`config.mk`:
```
export PLATFORM = sky130hd
export DESIGN_NAME = led_pattern_ctrl
export DESIGN_NICKNAME = d
export VERILOG_FILES = /design/src/rtl/led_ctrl_pkg.sv /design/src/rtl/led_pattern_ctrl_tick_gen.sv /design/src/rtl/led_pattern_ctrl.sv
export SDC_FILE = /design/constraint.sdc
export NUM_CORES = 1
export LEC_CHECK = 0
export CORE_ASPECT_RATIO = 1.25
export CORE_MARGIN = 10
export CORE_UTILIZATION = 55
export DETAILED_ROUTE_END_ITERATION = 8
export GPL_TIMING_DRIVEN = 0
export HOLD_SLACK_MARGIN = 0.15
export PLACE_DENSITY = 0.74
export SYNTH_ARGS = -nofsm -noshare
export SYNTH_HDL_FRONTEND = slang
export SYNTH_SLANG_ARGS = --single-unit
```
`constraint.sdc`:
```
create_clock -name clk -period 3.91 [get_ports clk]
set_input_delay 0.391 -clock clk [delete_from_list [all_inputs] [get_ports clk]]
set_output_delay 0.391 -clock clk [all_outputs]
set_load 0.02 [all_outputs]
```
`src/rtl/led_ctrl_pkg.sv`:
```
// Shared types/helpers for the LED pattern demo; LED_CTRL_GRAY_EN adds the GRAY mode.
// No logic of its own: mode encoding, mode count, speed divider and entry patterns.
package led_ctrl_pkg;

`ifdef LED_CTRL_GRAY_EN
    typedef enum logic [2:0] {
        SHIFT_L = 3'd0,
        SHIFT_R = 3'd1,
        BOUNCE  = 3'd2,
        BLINK   = 3'd3,
        GRAY    = 3'd4
    } mode_t;
    localparam int NUM_MODES = 5;
`else
    typedef enum logic [2:0] {
        SHIFT_L = 3'd0,
        SHIFT_R = 3'd1,
        BOUNCE  = 3'd2,
        BLINK   = 3'd3
    } mode_t;
    localparam int NUM_MODES = 4;
`endif

    localparam mode_t LAST_MODE = mode_t'(3'(NUM_MODES - 1));

    // Each speed step halves the tick rate, so the period doubles.
    function automatic logic [31:0] speed_div(input logic [31:0] base, input logic [1:0] spd);
        return ((base + 32'd1) << spd) - 32'd1;
    endfunction

    function automatic logic [31:0] entry_pattern(input mode_t m, input int unsigned w);
        case (m)
            SHIFT_R: return 32'd1 << (w - 1);
            BLINK:   return ~(32'hFFFF_FFFF << w);
`ifdef LED_CTRL_GRAY_EN
            GRAY:    return 32'd0;
`endif
            default: return 32'd1;
        endcase
    endfunction

endpackage

```
`src/rtl/led_pattern_ctrl_tick_gen.sv`:
```
// Programmable tick enable: counts 0..div, pulses a registered tick on the wrap edge.
// Latency: tick is high in the cycle after counter == div. pause holds the count; clear restarts it.
module tick_gen (
    input  logic        clk,
    input  logic        rst,
    input  logic [31:0] div,
    input  logic        pause,
    input  logic        clear,
    output logic        wrap,
    output logic        tick
);

    logic [31:0] cnt;

    assign wrap = !pause && !clear && (cnt == div);

    always_ff @(posedge clk or posedge rst) begin
        if (rst) begin
            cnt  <= 32'd0;
            tick <= 1'b0;
        end else if (clear) begin
            cnt  <= 32'd0;
            tick <= 1'b0;
        end else if (pause) begin
            tick <= 1'b0;
        end else if (wrap) begin
            cnt  <= 32'd0;
            tick <= 1'b1;
        end else begin
            cnt  <= cnt + 32'd1;
            tick <= 1'b0;
        end
    end

endmodule

```
`src/rtl/led_pattern_ctrl.sv`:
```
// LED pattern sequencer: mode FSM, pattern registers and speed latch over tick_gen; LED_CTRL_GRAY_EN adds GRAY.
// Latency: led/tick/mode registered, one step per tick. pause freezes counter and LEDs; next_mode still honoured.
module led_pattern_ctrl
    import led_ctrl_pkg::*;
#(
    parameter int LED_W    = 4,
    parameter int BASE_DIV = 15_624_999
) (
    input  logic             clk,
    input  logic             rst,
    input  logic             next_mode,
    input  logic             pause,
    input  logic [1:0]       speed_sel,
    output logic [LED_W-1:0] led,
    output logic             tick,
    output logic [2:0]       mode
);

    mode_t             mode_q;
    mode_t             mode_nxt;
    logic [1:0]        cur_speed;
    logic [31:0]       cur_div;
    logic              wrap;
    logic              bounce_up;
    logic              bounce_up_step;
    logic [LED_W-1:0]  led_step;
    logic [LED_W-1:0]  led_entry;

    assign cur_div   = speed_div(32'(BASE_DIV), cur_speed);
    assign mode_nxt  = (mode_q == LAST_MODE) ? SHIFT_L : mode_t'(mode_q + 3'd1);
    assign led_entry = LED_W'(entry_pattern(mode_nxt, LED_W));

    tick_gen u_tick_gen (
        .clk   (clk),
        .rst   (rst),
        .div   (cur_div),
        .pause (pause),
        .clear (next_mode),
        .wrap  (wrap),
        .tick  (tick)
    );

`ifdef LED_CTRL_GRAY_EN
    logic [LED_W-1:0] gray_b;
    logic [LED_W-1:0] gray_nxt;
    assign gray_nxt = gray_b + LED_W'(1);
    assign mode     = mode_q;
`else
    assign mode     = {1'b0, mode_q[1:0]};
`endif

    always_comb begin
        led_step       = led;
        bounce_up_step = bounce_up;
        case (mode_q)
            SHIFT_L: led_step = {led[LED_W-2:0], led[LED_W-1]};
            SHIFT_R: led_step = {led[0], led[LED_W-1:1]};
            BOUNCE: begin
                // Direction flips on the step that lands on an end bit.
                if (bounce_up) begin
                    led_step = led << 1;
                    if (led_step[LED_W-1]) bounce_up_step = 1'b0;
                end else begin
                    led_step = led >> 1;
                    if (led_step[0]) bounce_up_step = 1'b1;
                end
            end
            BLINK:   led_step = ~led;
`ifdef LED_CTRL_GRAY_EN
            GRAY:    led_step = gray_nxt ^ (gray_nxt >> 1);
`endif
            default: led_step = led;
        endcase
    end

    always_ff @(posedge clk or posedge rst) begin
        if (rst) begin
            mode_q    <= SHIFT_L;
            led       <= LED_W'(1);
            bounce_up <= 1'b1;
            cur_speed <= 2'd0;
`ifdef LED_CTRL_GRAY_EN
            gray_b    <= '0;
`endif
        end else if (next_mode) begin
            mode_q    <= mode_nxt;
            led       <= led_entry;
            bounce_up <= 1'b1;
            cur_speed <= speed_sel;
`ifdef LED_CTRL_GRAY_EN
            gray_b    <= '0;
`endif
        end else if (wrap) begin
            led       <= led_step;
            bounce_up <= bounce_up_step;
            cur_speed <= speed_sel;
`ifdef LED_CTRL_GRAY_EN
            if (mode_q == GRAY) gray_b <= gray_nxt;
`endif
        end
    end

endmodule
```
Word level (Yosys, flattened, before mapping). Index checks and enable logic that the tools add are counted.

Output and inout bits: 8. Word-level logic and storage cells: 48. Input port bits: 6. Bits in registers: 43.

Reductions and logical operators: 10. Add/subtract/negate cells: 3. Bitwise gates (word level): 1. Equal/unequal tests: 7. Muxes and demuxes: 20. Shift-type cells: 1.

Operators by type and width (number): $mux 32 (3); $add 32x1->32 const B (1); $eq 32x32->1 (1); $shl 24x2->32 const A (1); $sub 32x1->32 const B (1); $pmux 4 s4 (1); $mux 4 (3); $eq 3x2->1 const B (3); $mux 1 (9); $pmux 4 s2 (1); $eq 3x1->1 const B (2); $reduce_bool 5->1 (1); $mux 2 (2); $not 4->4 (1); $reduce_and 2->1 (2); $reduce_bool 2->1 (2); $add 3x1->3 const B (1); $logic_not 3->1 (1); $mux 3 (1); $logic_and 1x1->1 (2); $logic_not 1->1 (2); $ne 2x2->1 const B (1).

Logic depth before layout (Yosys ltp). Gate-level depths: netlist of the first run.

Word-level depth: 7. Mapped depth: 11. Gate-level depth less buffers: 8.

Modules after synthesis. Synthesis of the first run repeated with hierarchy kept, for this count alone.

Cells, all modules: 362. Area, all modules: 3224.3 µm².

Modules (own cells, without submodules): tick_gen (instances 1, cells each 258, area each 2240.9 µm², seq. area each 825.8 µm²); led_pattern_ctrl (instances 1, cells each 104, area each 983.4 µm², seq. area each 252.7 µm²).

Least setup slack after synthesis of the first run. Ideal clock, no wire load.

Kind: reg-to-reg. Start point: register cur_speed[1]. End point: register cur_speed[0]. Stages on the path, launching flop included: 10. Buffers on the path: 2. Required time: 3.782 ns. Library setup time: 0.128 ns. Period minus slack after synthesis: 2.556 ns. Data arrival time: 2.428 ns. Setup slack: 1.354 ns. Cells stage by stage: dfrtp_1 -> buf_2 -> inv_1 -> ha_1 -> buf_2 -> a311o_1 -> a311oi_2 -> o211ai_2 -> o21ai_4 -> mux2_1.

Cells in the longest elaborated chain, start to end: 5.

Ends and longest elaborated chain: start, declared (line led_pattern_ctrl.sv:21) `logic [1:0] cur_speed;`; start signal, assigned (line led_pattern_ctrl.sv:89) `cur_speed <= speed_sel;`; start signal, assigned (line led_pattern_ctrl.sv:96) `cur_speed <= speed_sel;`; $shl 24x2->32 (line led_ctrl_pkg.sv:28) `return ((base + 32'd1) << spd) - 32'd1;`; $sub 32x1->32 (line led_ctrl_pkg.sv:28); $eq 32x32->1 (line led_pattern_ctrl_tick_gen.sv:15) `assign wrap = !pause && !clear && (cnt == div);`; $logic_and 1x1->1 (line led_pattern_ctrl_tick_gen.sv:15); $reduce_bool 2->1 (no source line).

Every way passes these cells. A chain may end at the register's enable or synchronous reset.

Worst setup path in the final report of the first run. Same ends and word-level chain as after synthesis.

==> results_dict.tcl, run 1 <==
set metrics [dict create \
    fmax_mhz 338 \
    synth_edf_count 0 \
    status "complete, no violations" \
    final_util 0.628 \
    dieArea_um2 8530 \
    setup_viol 0 \
    syn-num-nets 334 \
    overflow 0 \
    finalClockSkew_ps 8.92 \
    synth-seq-cells 43 \
    final_nets 353 \
    start_kind "flip-flop" \
    antenna_found_initial 0 \
    portBuffers 12 \
    arrival_ps 3140 \
    power.leakage_nw 1.42 \
    post_cts_buffers 0 \
    ys.flop_type "dfrtp_1" \
    io_pins 14 \
    grtUsageTotal 0.151 \
    hpwlAfterDp_mm 4.71 \
    first_global_vias 2284 \
    post_cts_resized 0 \
    maxSlewHeadroom 0.414 \
    fin_tns_setup_ps 0 \
    hp-class "reg -> reg" \
    vias 2297 \
    hold_ws_ps 532 \
    fp.coreArea_um2 5080 \
    postCtsHoldBufs 0 \
    end_kind "flip-flop" \
    route.detailed.drc 0 \
    grt_max_degree 44 \
    worstMarginPinSlew_ps 878 \
    avgViaCountPerCell 5.79 \
    period_minus_slack_ps 2960 \
    cts_buffer_depth 2 \
    clockRootBuffer "clkbuf_8" \
    std_cell_rows 29 \
    wirelength_mm 6.31 \
    synthArstFlopShare 1.00 \
    postRouteAntennaNets 0 \
    clk_latency_ps 300 \
    p_per_area_nw_per_um2 399 \
    vdd_drop_max_mv 0.320 \
    critPathMaxFanout 9 \
    cts_made_buffers 5 \
    rsz0062_at_grt "false" \
    synth_area_um2 2870 \
    firstDrtPassIters 4 \
    cts_sinks 43 \
    htreeDepth 2 \
    start_util 0.566 \
    gp_congestion 0.874 \
    drive_above_1_share 0.0985 \
    syn_inst 315 \
    diodes 0 \
    drtIter0Drc 121 \
    drv_cap 0 \
    fillers 469 \
    die_w_um 84.7 \
    path_clk_slew_ps 80 \
    avgRoutedWirePerCell_um 15.9 \
    dieHeight_um 101 \
    syn_area_per_cell_um2 9.12 \
    hold_violations 0 \
    period_share 0.757 \
    cp.required_ps 4100 \
    syn2layout_area_growth_pct 11.0 \
    grt_pass1_wl_mm 10.8 \
    path_class "reg -> reg" \
    tritoncts "done" \
    synth_cell_types 50 \
    maxSlewViolCount 0 \
    ys_seq_area_frac 0.375 \
    ys_warn_count 0 \
]
-- sequential cells by signal, summed over array words and instances, names as in the netlist --
register	flops
mode_q	3
bounce_up	1
led	4
u_tick_gen.cnt	32
cur_speed	2
u_tick_gen.tick	1
-- kinds of logic (layout without fill, tap and decap cells) --
| group | after synthesis | count (layout) | synth area share |
|---|---|---|---|
| flip-flops | 43 | 43 | 0.375 |
| other | 1 | 1 | 0.00130 |
| adder cells (fa/ha/maj) | 13 | 13 | 0.0566 |
| AO/OA/AOI/OAI | 40 | 40 | 0.0971 |
| AND/OR/NAND/NOR | 147 | 147 | 0.276 |
| multiplexers | 8 | 8 | 0.0300 |
| XOR/XNOR | 39 | 39 | 0.124 |
| buffers and inverters | 24 | 44 | 0.0405 |
-- cells in the final DEF, fill, tap and decap left out, drive strengths merged, types with 2 or more instances in the layout --
master	Yosys	final
nor2	53	53
dfrtp	41	41
xor2	20	20
xnor2	18	18
nand2	16	16
nand3	15	15
ha	13	13
inv	13	13
clkdlybuf4s50	0	12
o21ai	12	12
and3	10	10
a21oi	10	10
nand4	9	9
buf	9	9
clkbuf	2	8
and3b	6	6
nor3b	6	6
nor4	6	6
nor2b	5	5
mux2	5	5
nand2b	4	4
and4	4	4
or3	3	3
mux2i	3	3
or2	3	3
and4b	2	2
o211a	2	2
a21boi	2	2
o22ai	2	2
a211oi	2	2
a22oi	2	2
dfstp	2	2
-- worst paths after layout --
check / start / endpoint / slack, ps / cells past startpoint
worst max-delay path: cur_speed[1] / cur_speed[0] / 950 / 10
worst min-delay path: bounce_up / bounce_up / 530 / 2
worst max register to register: cur_speed[1] / cur_speed[0] / 950 / 10
worst min register to register: bounce_up / bounce_up / 530 / 2
max in group asynchronous: rst / u_tick_gen.cnt[25] / 2760 / 2
min in group asynchronous: rst / u_tick_gen.tick / 600 / 2
-- where the power goes --
group          switching [mW]  internal [mW]
combinational           0.213          0.172
sequential             0.0472          0.479
clock                   0.154          0.207
-- metal layers --
layer	GRT usage	wire length (um)	vias to the layer above
met3	0.0307	226	11
li1	-	-	1126
met2	0.277	3310	38
met4	0.0457	120	0
met1	0.169	2650	1122
met5	0	0	-
-- area by class of cell --
cell class	instances	area, um^2	share of cell area
Tap cell	62	77.6	0.0243
Multi-Input combinational cell	248	1680	0.526
Clock buffer	6	82.6	0.0259
Clock inverter	2	35.0	0.0110
Sequential cell	43	1080	0.338
Buffer	11	67.6	0.0212
Timing Repair Buffer	12	120	0.0377
Inverter	13	48.8	0.0153
-- synthesized netlist by cell type (4+ instances only) --
library cell,number,area [um^2]
dfrtp_1,41,1030
a21oi_1,10,50.1
nor3b_1,6,45.0
and3b_1,6,52.6
and3_1,10,62.6
nand2_1,16,60.1
nand2b_1,4,25.0
xnor2_1,18,158
buf_4,6,45.0
xor2_1,20,175
o21ai_0,11,55.1
nor4_1,4,25.0
and4_1,4,35.0
nor2_1,53,199
nor2b_1,5,31.3
nand4_1,9,56.3
nand3_1,15,75.1
inv_1,13,48.8
ha_1,13,163
-- metrics by stage --
step           area (um^2)  setup slack [ps]  instances  total power, mW
2_1_floorplan         2870              1350        315            0.790
3_3_place_gp          3070               979        389            0.911
3_5_place_dp          3070               948        389            0.918
4_1_cts               3190               931        397             1.28
5_1_grt               3190               761        397             1.35
6_report              3190               952        397             1.27
-- critical path, cell delays in order, from the launching register on --
cell	delay [ps]
dfrtp_1	410
buf_2	240
inv_1	150
ha_1	300
buf_2	180
xor2_1	160
nand4_1	100
nor4_1	390
nand3_1	280
o21ai_4	290
mux2_1	340
Power figures use the tool's default switching activity.
==> inputs of run 2 (changes only) <==
==> constraint.sdc (replaced) <==
create_clock -name clk -period 2.9 [get_ports clk]
set_input_delay 0.29 -clock clk [delete_from_list [all_inputs] [get_ports clk]]
set_output_delay 0.29 -clock clk [all_outputs]
set_load 0.02 [all_outputs]
==> run 2 against run 1 <==
Against the previous run: sequential share of layout area fell by 0.68 points; clock-buffer cell count unchanged; critical path depth unchanged; die area unchanged; sequential power grew 35%; first-iteration DRC count up 20%; maximum frequency rose by 7.9%; critical path type unchanged; largest cell class unchanged; highest routed layer unchanged.
==> results_dict.tcl, run 2 (synthesis results as in run 1) <==
set metrics [dict create \
    postRouteAntennaNets 0 \
    path_clk_slew_ps 80 \
    regMostFlops "u_tick_gen.cnt" \
    drv_cap 0 \
    reg_top3 "u_tick_gen.cnt x32, led x4, mode_q x3" \
    route.detailed.drc 0 \
    hpwlAfterDp_mm 4.71 \
    grtUsageTotal 0.152 \
    cts_buffer_depth 2 \
    die_w_um 84.7 \
    portBuffers 12 \
    period_share 0.946 \
    design_area_um2 3260 \
    hp-class "in -> async" \
    finalClockSkew_ps 7.29 \
    std_cell_rows 29 \
    vias 2348 \
    hold_ws_ps 494 \
    wirelength_mm 6.42 \
    htreeDepth 2 \
    cts_made_buffers 5 \
    start_kind "flip-flop" \
    start_util 0.566 \
    end_kind "flip-flop" \
    period_minus_slack_ps 2740 \
    grt_pass1_wl_mm 10.9 \
    hold_violations 0 \
    fin_tns_setup_ps 0 \
    overflow 0 \
    fp.coreArea_um2 5080 \
    maxSlewHeadroom 0.414 \
    final_nets 358 \
    path_class "reg -> reg" \
    grt_max_degree 44 \
    dpl_cell_area_um2 3070 \
    rsz0062_at_grt "false" \
    vdd_drop_max_mv 0.437 \
    cts_sinks 43 \
    power.leakage_nw 1.43 \
    antenna_found_initial 0 \
    setup_viol 0 \
    status "complete, no violations" \
    avgRoutedWirePerCell_um 16.0 \
    postCtsHoldBufs 0 \
    diodes 0 \
    cp.required_ps 3080 \
    gp_congestion 0.874 \
    clk_latency_ps 300 \
    drtIter0Drc 145 \
    syn2layout_area_growth_pct 13.4 \
    drive_above_1_share 0.132 \
    maxSlewViolCount 0 \
    avgViaCountPerCell 5.84 \
    tritoncts "done" \
    arrival_ps 2930 \
    worstMarginPinSlew_ps 877 \
    dieHeight_um 101 \
    final_common_cell "nor2_1" \
    firstDrtPassIters 4 \
    first_global_vias 2302 \
    io_pins 14 \
    largest_register_ffs 32 \
    fmax_mhz 365 \
    clockRootBuffer "clkbuf_8" \
    critPathMaxFanout 9 \
    final_cell_mix "nor2_1, dfrtp_1, xor2_1" \
    p_per_area_nw_per_um2 529 \
    dieArea_um2 8530 \
]
run 2: cell types whose count changed in the layout (fill, tap and decap cells not counted), sizes merged:
cell,previous run,this run
buf,9,14
clkinvlp,0,1
inv,13,12
run 2: area by class of cell:
type / count / area (um^2)
multi-input cells: 248 / 1700
flip-flops and latches: 43 / 1080
plain buffers: 11 / 73.8
fillers: 448 / 1820
repair buffers: 17 / 158
clock buffers: 6 / 82.6
clock inverters: 2 / 35.0
well taps: 62 / 77.6
inverters: 13 / 52.6
run 2: per-layer routing:
| metal | part of all wire | global-route usage | wire [um] | vias up |
|---|---|---|---|---|
| li1 | - | - | - | 1135 |
| met4 | 0.028 | 0.0635 | 182 | 0 |
| met1 | 0.41 | 0.168 | 2660 | 1152 |
| met5 | 0 | 0 | 0 | - |
| met2 | 0.52 | 0.275 | 3360 | 45 |
| met3 | 0.033 | 0.0316 | 215 | 16 |
run 2: path summary, 6_finish.rpt:
path | to | slack (ps) | startpoint | cells past startpoint
min | u_tick_gen.tick | 490 | rst | 2
min reg2reg | bounce_up | 530 | bounce_up | 2
min in group clk | bounce_up | 530 | bounce_up | 2
max in group asynchronous | cur_speed[0] | 1810 | rst | 2
max | cur_speed[0] | 160 | cur_speed[1] | 10
max reg2reg | cur_speed[0] | 160 | cur_speed[1] | 10
run 2: metrics by stage:
step	utilization	power, mW	setup slack (ps)	std cells
after floorplan	-	1.06	344	315
after global placement	0.605	1.23	-30.5	389
after detailed placement	0.605	1.24	-62.0	389
after CTS	0.632	1.72	18.5	399
after global routing	0.641	1.83	11.8	402
final	0.641	1.72	157	402
run 2: critical path, stage by stage (launching register included):
cell and delay (ps):
dfrtp_1 380, buf_6 160, clkinvlp_4 150, ha_1 290
buf_2 170, nor3b_1 180, o21ai_0 120, a311oi_2 340
o211ai_2 190, o21ai_4 280, mux2_1 340
run 2: what timing repair did:
action,CTS,global route
buffers inserted,2,3
resized for setup,1,9
pin swaps,3,3
setup endpoints to repair,31,35
run 2: power breakdown:
group | switching (mW) | total [mW] | internal, mW | leakage, nW
registers | 0.0641 | 0.710 | 0.646 | 0.580
logic | 0.290 | 0.529 | 0.239 | 0.790
clock network | 0.206 | 0.485 | 0.279 | 0.0612
total | 0.561 | 1.72 | 1.16 | 1.43
